## src/rtl/conv_pkg.sv

```systemverilog
`default_nettype none
// ============================================================================
//  Module      : conv_pkg
//  Description : Shared constants and types for the conv1 OFM writer.
//                DSP_NO/WIDTH : channels per result vector / bits per word
//                W_OUT/H_OUT  : conv1 output frame geometry
//                LANES        : words written per cycle (= RAM banks)
//  Revision    : 1.0 - initial release
// ============================================================================
package conv_pkg;

  localparam int DSP_NO = 64;
  localparam int WIDTH  = 16;
  localparam int W_OUT  = 128;
  localparam int H_OUT  = 128;
  localparam int LANES  = 4;
  localparam int GROUPS = DSP_NO / LANES;
  localparam int GRP_W  = $clog2(GROUPS);

  typedef enum logic [1:0] {
    IDLE  = 2'd0,
    ARMED = 2'd1,
    DRAIN = 2'd2,
    DONE  = 2'd3
  } writer_state_t;

  // One result vector: element c is channel c, each WIDTH bits wide.
  typedef logic [0:DSP_NO-1][WIDTH-1:0] act_vec_t;

endpackage
`default_nettype wire

```

## src/rtl/ofm_vec_fifo2.sv

```systemverilog
`default_nettype none
// ============================================================================
//  Module      : ofm_vec_fifo2
//  Description : Two-entry (ping-pong) result-vector buffer.
//  Ports       : clk, rst (async, active-low)
//                clr        - empties the buffer (pointers and occupancy)
//                push       - write push_data into the tail entry
//                pop        - release the head entry
//                push_data  - vector to store
//                push_ok    - push was accepted this cycle
//                head_data  - head entry contents
//                occ        - occupancy, 0..2
//  Revision    : 1.0 - initial release
// ============================================================================
module ofm_vec_fifo2
  import conv_pkg::*;
(
  input  logic       clk,
  input  logic       rst,
  input  logic       clr,
  input  logic       push,
  input  logic       pop,
  input  act_vec_t   push_data,
  output logic       push_ok,
  output act_vec_t   head_data,
  output logic [1:0] occ
);

  act_vec_t   mem_q [0:1];
  logic       head_q, head_d;
  logic       tail_q, tail_d;
  logic [1:0] occ_q, occ_d;
  logic       do_pop;
  logic       do_push;

  always_comb begin
    do_pop  = pop && (occ_q != 2'd0);
    // A pop in the same cycle frees a slot, so a full buffer still accepts.
    do_push = push && ((occ_q != 2'd2) || do_pop);
    head_d  = head_q;
    tail_d  = tail_q;
    occ_d   = occ_q;
    if (clr) begin
      head_d = 1'b0;
      tail_d = 1'b0;
      occ_d  = 2'd0;
    end else begin
      if (do_pop)  head_d = ~head_q;
      if (do_push) tail_d = ~tail_q;
      case ({do_push, do_pop})
        2'b10:   occ_d = occ_q + 2'd1;
        2'b01:   occ_d = occ_q - 2'd1;
        default: occ_d = occ_q;
      endcase
    end
  end

  always_ff @(posedge clk or negedge rst) begin
    if (!rst) begin
      head_q <= 1'b0;
      tail_q <= 1'b0;
      occ_q  <= 2'd0;
    end else begin
      head_q <= head_d;
      tail_q <= tail_d;
      occ_q  <= occ_d;
    end
  end

  // Payload storage needs no reset: it is only observed while occupied.
  always_ff @(posedge clk) begin
    if (do_push && !clr) mem_q[tail_q] <= push_data;
  end

  assign push_ok   = do_push;
  assign head_data = mem_q[head_q];
  assign occ       = occ_q;

endmodule
`default_nettype wire

```

## src/rtl/conv1_ofm_writer.sv

```systemverilog
`default_nettype none
// ============================================================================
//  Module      : conv1_ofm_writer
//  Description : Captures conv1 result vectors, double-buffers them and
//                writes them channel-major into LANES OFM RAM banks, LANES
//                words per cycle.
//  Ports       : clk, rst (async, active-low)
//                start     - arm for a new frame, clears counters/flags
//                ofm_valid - ofm_in holds a complete result vector
//                ofm_in    - one WIDTH-bit result per channel
//                wr_en     - write strobe to all banks
//                wr_addr   - shared bank address (group*plane + pixel)
//                wr_data   - lane k -> bank k, bits [k*WIDTH +: WIDTH]
//                busy      - a buffered vector is still being written
//                done      - sticky, whole frame written
//                overflow  - sticky, a vector arrived with both buffers full
//  Config      : define OFM_WRITER_RELU_EN to clamp negative words to zero
//                on capture.
//  Revision    : 1.0 - initial release
// ============================================================================
module conv1_ofm_writer
  import conv_pkg::*;
#(
  parameter int FRAME_W = W_OUT,
  parameter int FRAME_H = H_OUT,
  parameter int ADDR_W  = $clog2(GROUPS * FRAME_W * FRAME_H)
) (
  input  logic                     clk,
  input  logic                     rst,
  input  logic                     start,
  input  logic                     ofm_valid,
  input  logic [WIDTH-1:0]         ofm_in [0:DSP_NO-1],
  output logic                     wr_en,
  output logic [ADDR_W-1:0]        wr_addr,
  output logic [LANES*WIDTH-1:0]   wr_data,
  output logic                     busy,
  output logic                     done,
  output logic                     overflow
);

  localparam int                PIXELS   = FRAME_W * FRAME_H;
  localparam int                PIX_W    = (PIXELS > 1) ? $clog2(PIXELS) : 1;
  localparam logic [PIX_W-1:0]  LAST_PIX = PIX_W'(PIXELS - 1);
  localparam logic [GRP_W-1:0]  LAST_GRP = GRP_W'(GROUPS - 1);
  localparam logic [ADDR_W-1:0] PLANE    = ADDR_W'(PIXELS);

  writer_state_t    state_q, state_d;
  logic [GRP_W-1:0] grp_q, grp_d;
  logic [PIX_W-1:0] pix_q, pix_d;
  logic             ovf_q, ovf_d;

  logic             fifo_clr;
  logic             fifo_push;
  logic             fifo_pop;
  logic             push_ok;
  logic [1:0]       occ;
  act_vec_t         cap_vec;
  act_vec_t         head_vec;

  always_comb begin
    for (int c = 0; c < DSP_NO; c++) begin
`ifdef OFM_WRITER_RELU_EN
      cap_vec[c] = ofm_in[c][WIDTH-1] ? '0 : ofm_in[c];
`else
      cap_vec[c] = ofm_in[c];
`endif
    end
  end

  ofm_vec_fifo2 u_fifo (
    .clk       (clk),
    .rst       (rst),
    .clr       (fifo_clr),
    .push      (fifo_push),
    .pop       (fifo_pop),
    .push_data (cap_vec),
    .push_ok   (push_ok),
    .head_data (head_vec),
    .occ       (occ)
  );

  always_comb begin
    state_d   = state_q;
    grp_d     = grp_q;
    pix_d     = pix_q;
    ovf_d     = ovf_q;
    fifo_clr  = 1'b0;
    fifo_push = 1'b0;
    fifo_pop  = 1'b0;

    case (state_q)
      ARMED: begin
        if (ofm_valid) begin
          fifo_push = 1'b1;
          state_d   = DRAIN;
        end
      end
      DRAIN: begin
        fifo_push = ofm_valid;
        grp_d     = grp_q + GRP_W'(1);
        if (grp_q == LAST_GRP) begin
          fifo_pop = 1'b1;
          if (pix_q == LAST_PIX) begin
            // Frame complete: anything arriving now is surplus.
            state_d  = DONE;
            fifo_clr = 1'b1;
            pix_d    = '0;
          end else begin
            pix_d = pix_q + PIX_W'(1);
            if ((occ == 2'd1) && !ofm_valid) state_d = ARMED;
          end
        end
        // push_ok already accounts for the slot freed by this cycle's pop.
        if (ofm_valid && !push_ok) ovf_d = 1'b1;
      end
      default: ;  // IDLE and DONE ignore ofm_valid
    endcase

    // start takes priority everywhere, including aborting a drain.
    if (start) begin
      state_d   = ARMED;
      grp_d     = '0;
      pix_d     = '0;
      ovf_d     = 1'b0;
      fifo_clr  = 1'b1;
      fifo_push = 1'b0;
      fifo_pop  = 1'b0;
    end
  end

  always_ff @(posedge clk or negedge rst) begin
    if (!rst) begin
      state_q <= IDLE;
      grp_q   <= '0;
      pix_q   <= '0;
      ovf_q   <= 1'b0;
    end else begin
      state_q <= state_d;
      grp_q   <= grp_d;
      pix_q   <= pix_d;
      ovf_q   <= ovf_d;
    end
  end

  assign wr_en    = (state_q == DRAIN);
  assign busy     = (occ != 2'd0);
  assign done     = (state_q == DONE);
  assign overflow = ovf_q;
  assign wr_addr  = wr_en ? (ADDR_W'(grp_q) * PLANE + ADDR_W'(pix_q)) : '0;

  // Group g sends channels g*LANES .. g*LANES+LANES-1, lane k to bank k.
  always_comb begin
    wr_data = '0;
    if (wr_en) begin
      for (int k = 0; k < LANES; k++) begin
        wr_data[k*WIDTH +: WIDTH] = head_vec[int'(grp_q) * LANES + k];
      end
    end
  end

endmodule
`default_nettype wire
```

## config.mk

```make
export PLATFORM = sky130hd
export DESIGN_NAME = conv1_ofm_writer
export DESIGN_NICKNAME = d
export VERILOG_FILES = /design/src/rtl/conv_pkg.sv /design/src/rtl/ofm_vec_fifo2.sv /design/src/rtl/conv1_ofm_writer.sv
export SDC_FILE = /design/constraint.sdc
export NUM_CORES = 2
export LEC_CHECK = 0
export CAP_MARGIN = 10
export CORE_ASPECT_RATIO = 0.9
export CORE_UTILIZATION = 28
export CTS_BUF_LIST = sky130_fd_sc_hd__clkbuf_8
export CTS_CLUSTER_DIAMETER = 120
export CTS_CLUSTER_SIZE = 40
export DETAILED_ROUTE_END_ITERATION = 7
export PLACE_DENSITY = 0.55
export SYNTH_ARGS = -nofsm -noshare
export SYNTH_HDL_FRONTEND = slang
export SYNTH_SLANG_ARGS = --single-unit
```

## constraint.sdc

```tcl
create_clock -name clk -period 130.8 [get_ports clk]
set_clock_uncertainty 0.05 [all_clocks]
set_input_delay 19.62 -clock clk [delete_from_list [all_inputs] [get_ports clk]]
set_output_delay 19.62 -clock clk [all_outputs]
set_load 0.03 [all_outputs]
```

==> impl_metrics.tcl <==
set metrics [dict create \
    hold_violations 0 \
    fill_cells 26200 \
    drive_gt1_share_pct 12.2 \
    crit_path_frequent_cell "buf_4" \
    max_freq_mhz 37.0 \
    cts-resized-gates 0 \
    worstMarginPinSlew_ns 1.13 \
    r2r_setup_slack_ns 124.63 \
    fp-row-count 184 \
    startpoint_type "flip-flop" \
    regArea_sq_mm 0.0621 \
    setup_viol 0 \
    seq_area_frac_synth_pct 78.8 \
    grt-ovfl-total 0 \
    avgRoutedWirePerCell_um 29.2 \
    rsz0062_at_grt "no" \
    viasPerCell 4.92 \
    start_util_pct 28.2 \
    postCtsSetupRepairBufs 0 \
    detail_route.iter0.violations 4137 \
    die_y_um 505 \
    track_usage_pct 16.7 \
    io_pins 1114 \
    p_leak_uw 0.0284 \
    status "completed" \
    cts_tree "yes" \
    io_buffers 1113 \
    synth_edf_count 2048 \
    max_stage_delay_ns 1.01 \
    syn-instance-count 3529 \
    crit_slowest_cell "dfrtp_4" \
    cellPowerDensity_mw_per_mm2 13.1 \
    core_sq_mm 0.279 \
    min_delay_path_depth 2 \
    numCtsBuffers 61 \
    p_int_uw 949 \
    crit_buf_inv 5 \
    hold_buffers 0 \
    final_area_sq_mm 0.0957 \
    multi_input_area_sq_mm 0.0157 \
    period_needed_ns 27.01 \
    whs_ns 0.545 \
    maxSlewViolCount 0 \
    syn_area_per_cell_sq_um 22.3 \
    cts.sinks 2073 \
    crit_fanout 95 \
    r2r_cells 9 \
    vias 41200 \
    p_sw_uw 306 \
    fin_nets 5614 \
    r2r-start "grp_q[1]$_DFFE_PN0N_" \
    die_area_sq_mm 0.284 \
    stdcell_count 8376 \
    grt_pass1_vias 42200 \
    fin_setup_tns_ns 0 \
    grt_pass1_wl_um 335000 \
    seqPwrFrac_pct 67.7 \
    grt_max_degree 156 \
    crit_chain "buf_12 > buf_4 > buf_4 > buf_4 > mux4_2 > a22o_1 > a31oi_1 > o22ai_1 > clkdlybuf4s50_1" \
    max_slew_margin_pct 25.0 \
    swShare_pct 24.4 \
    totalWireLength_um 245000 \
    path_clk_slew_ns 0.23 \
    gp_congestion 0.830 \
    peakVddDrop_uv 9.43 \
    synth_seq_cells 2073 \
    end_kind "output port" \
    clk_path_buf_depth 3 \
    antenna_left 0 \
    dr.pass1.iters 5 \
    startpoint "u_fifo.head_q$_DFFE_PN0P_" \
    r2r_end "u_fifo.mem_q[1][302]$_DFFE_PP_" \
    combinationalPowerShare_pct 13.4 \
    min_from "overflow$_DFFE_PN0P_" \
    area_growth_syn_to_layout_pct 21.4 \
    synth_area_sq_mm 0.0788 \
    cp_top_family "buffers and inverters" \
    fp.dieW_um 561 \
    htree_levels 2 \
    drc 0 \
    hold_end "overflow$_DFFE_PN0P_" \
    final.period_utilization_pct 20.6 \
    synth_cell_types 52 \
    cp_data_required_time_ns 111.13 \
    synth_ff_type "edfxtp_1" \
    cap_violations 0 \
    dp_hpwl_um 173000 \
    dp.cells 8235 \
    timing.hold.worst.class "reg -> reg" \
    clk_latency_ns 0.94 \
    antenna_found_initial 149 \
    synth-async-reset-ratio_pct 1.21 \
    synthesis.nets 4565 \
    dpl_cell_area_sq_mm 0.0944 \
    cts-root-buf "clkbuf_8" \
    critical_path_class "reg -> out" \
    cp.arrival_ns 7.34 \
    yosys_warnings 0 \
    power_frac_clock_pct 18.9 \
]
[synth_stat cells, types with 2 or more instances]
library cell	instances	area, sq um
dfrtp_1	25	626
o211ai_1	2	15.0
or3_1	2	12.5
o21ai_0	6	30.0
xor2_1	5	43.8
nand3_1	6	30.0
a31oi_1	69	432
nor2b_1	6	37.5
nor3_1	4	20.0
a221oi_1	65	569
edfxtp_1	2048	61500
or4_1	4	30.0
nor2_1	16	60.1
a22oi_1	128	961
a22o_1	133	1160
xnor2_1	4	35.0
inv_1	12	45.0
buf_6	9	101
mux4_2	384	8650
o22ai_1	64	400
nand4_1	5	31.3
clkbuf_1	117	439
o31ai_1	2	15.0
buf_1	18	67.6
a21oi_1	4	20.0
mux2i_1	257	2570
nand2b_1	3	18.8
buf_4	32	240
nor4_1	3	18.8
ha_1	8	100
nand2_1	15	56.3
and2_1	19	119
buf_2	35	175
[flip-flops by register name, summed over array words and instances (netlist names)]
name	flops
u_fifo.mem_q	2048
pix_q	14
grp_q	4
state_q	2
u_fifo.occ	2
overflow	1
u_fifo.head_q	1
u_fifo.tail_q	1
[worst min-delay path, cell delays in order, from the launching register on]
cell     delay, ns
dfrtp_1       0.48
inv_1         0.07
a21oi_1       0.05
[worst max path at each step]
stage	end	slack, ns	depth (start not counted)
detailed placement	wr_data[21]	104.56	9
global placement	wr_data[21]	104.57	9
floorplan	u_fifo.mem_q[1][0]$_DFFE_PP_	1.05	4
finish	wr_data[21]	103.79	9
global route	wr_data[21]	103.14	9
CTS	wr_data[21]	103.40	9
[cell usage in the layout, fill, tap and decap left out, types with 5 or more instances in the layout]
cell type / Yosys / final
nand4_1: 5 / 5
o22ai_1: 64 / 64
buf_4: 32 / 75
clkdlybuf4s50_1: 0 / 1113
clkbuf_8: 0 / 63
mux2i_1: 257 / 257
xor2_1: 5 / 5
nor2_1: 16 / 15
a221oi_1: 65 / 65
o21ai_0: 6 / 6
a22oi_1: 128 / 128
buf_12: 0 / 9
inv_1: 12 / 20
a22o_1: 133 / 133
dfrtp_1: 25 / 23
edfxtp_1: 2048 / 2048
diode_2: 0 / 59
a31oi_1: 69 / 69
ha_1: 8 / 8
nand2_1: 15 / 14
nand3_1: 6 / 6
and2_1: 19 / 16
mux4_2: 384 / 384
[metrics by stage]
step                      power [uW]  utilization, %  setup slack [ns]
after global routing            1300            34.2            103.14
after CTS                       1270            34.2            103.40
after global placement          1030            33.8            104.57
final                           1250            34.2            103.79
after detailed placement        1040            33.8            104.56
after floorplan                 1310               -              1.05
[area by class of cell]
| type | instances | share of cell area, % |
|---|---|---|
| Antenna cell | 59 | 0.154 |
| Clock buffer | 63 | 0.906 |
| Clock inverter | 19 | 0.262 |
| Inverter | 12 | 0.0471 |
| Multi-Input combinational cell | 1233 | 16.4 |
| Sequential cell | 2073 | 64.9 |
| Tap cell | 3720 | 4.87 |
| Timing Repair Buffer | 1197 | 12.4 |
[kinds of logic (layout without fill, tap and decap cells)]
logic type                 Yosys count  after routing  synth area share (%)
AOI/OAI and AO/OA                  485            485                  4.71
xor gates and xnor gates             9              9                 0.100
adders and majority gates            8              8                 0.127
buffers and inverters              223           1291                  1.36
DFF                               2073           2073                  78.8
muxes                              641            641                  14.2
other                                0             59                     0
and+or+nand+nor                     90             90                 0.630
[metal layers]
layer | GRT usage, % | wire (um)
met1 | 20.9 | 97300
met2 | 27.5 | 117000
met3 | 6.47 | 25000
met4 | 3.28 | 4420
met5 | 0 | 1070
[power by group through the flow]
stage,Combinational [uW],Sequential (uW),Clock (uW)
CTS,172,850,247
global placement,169,862,0
floorplan,85.2,1230,0
detailed placement,171,865,0
finish,168,849,237
global route,180,856,266
(Power assumes the default switching activity.)
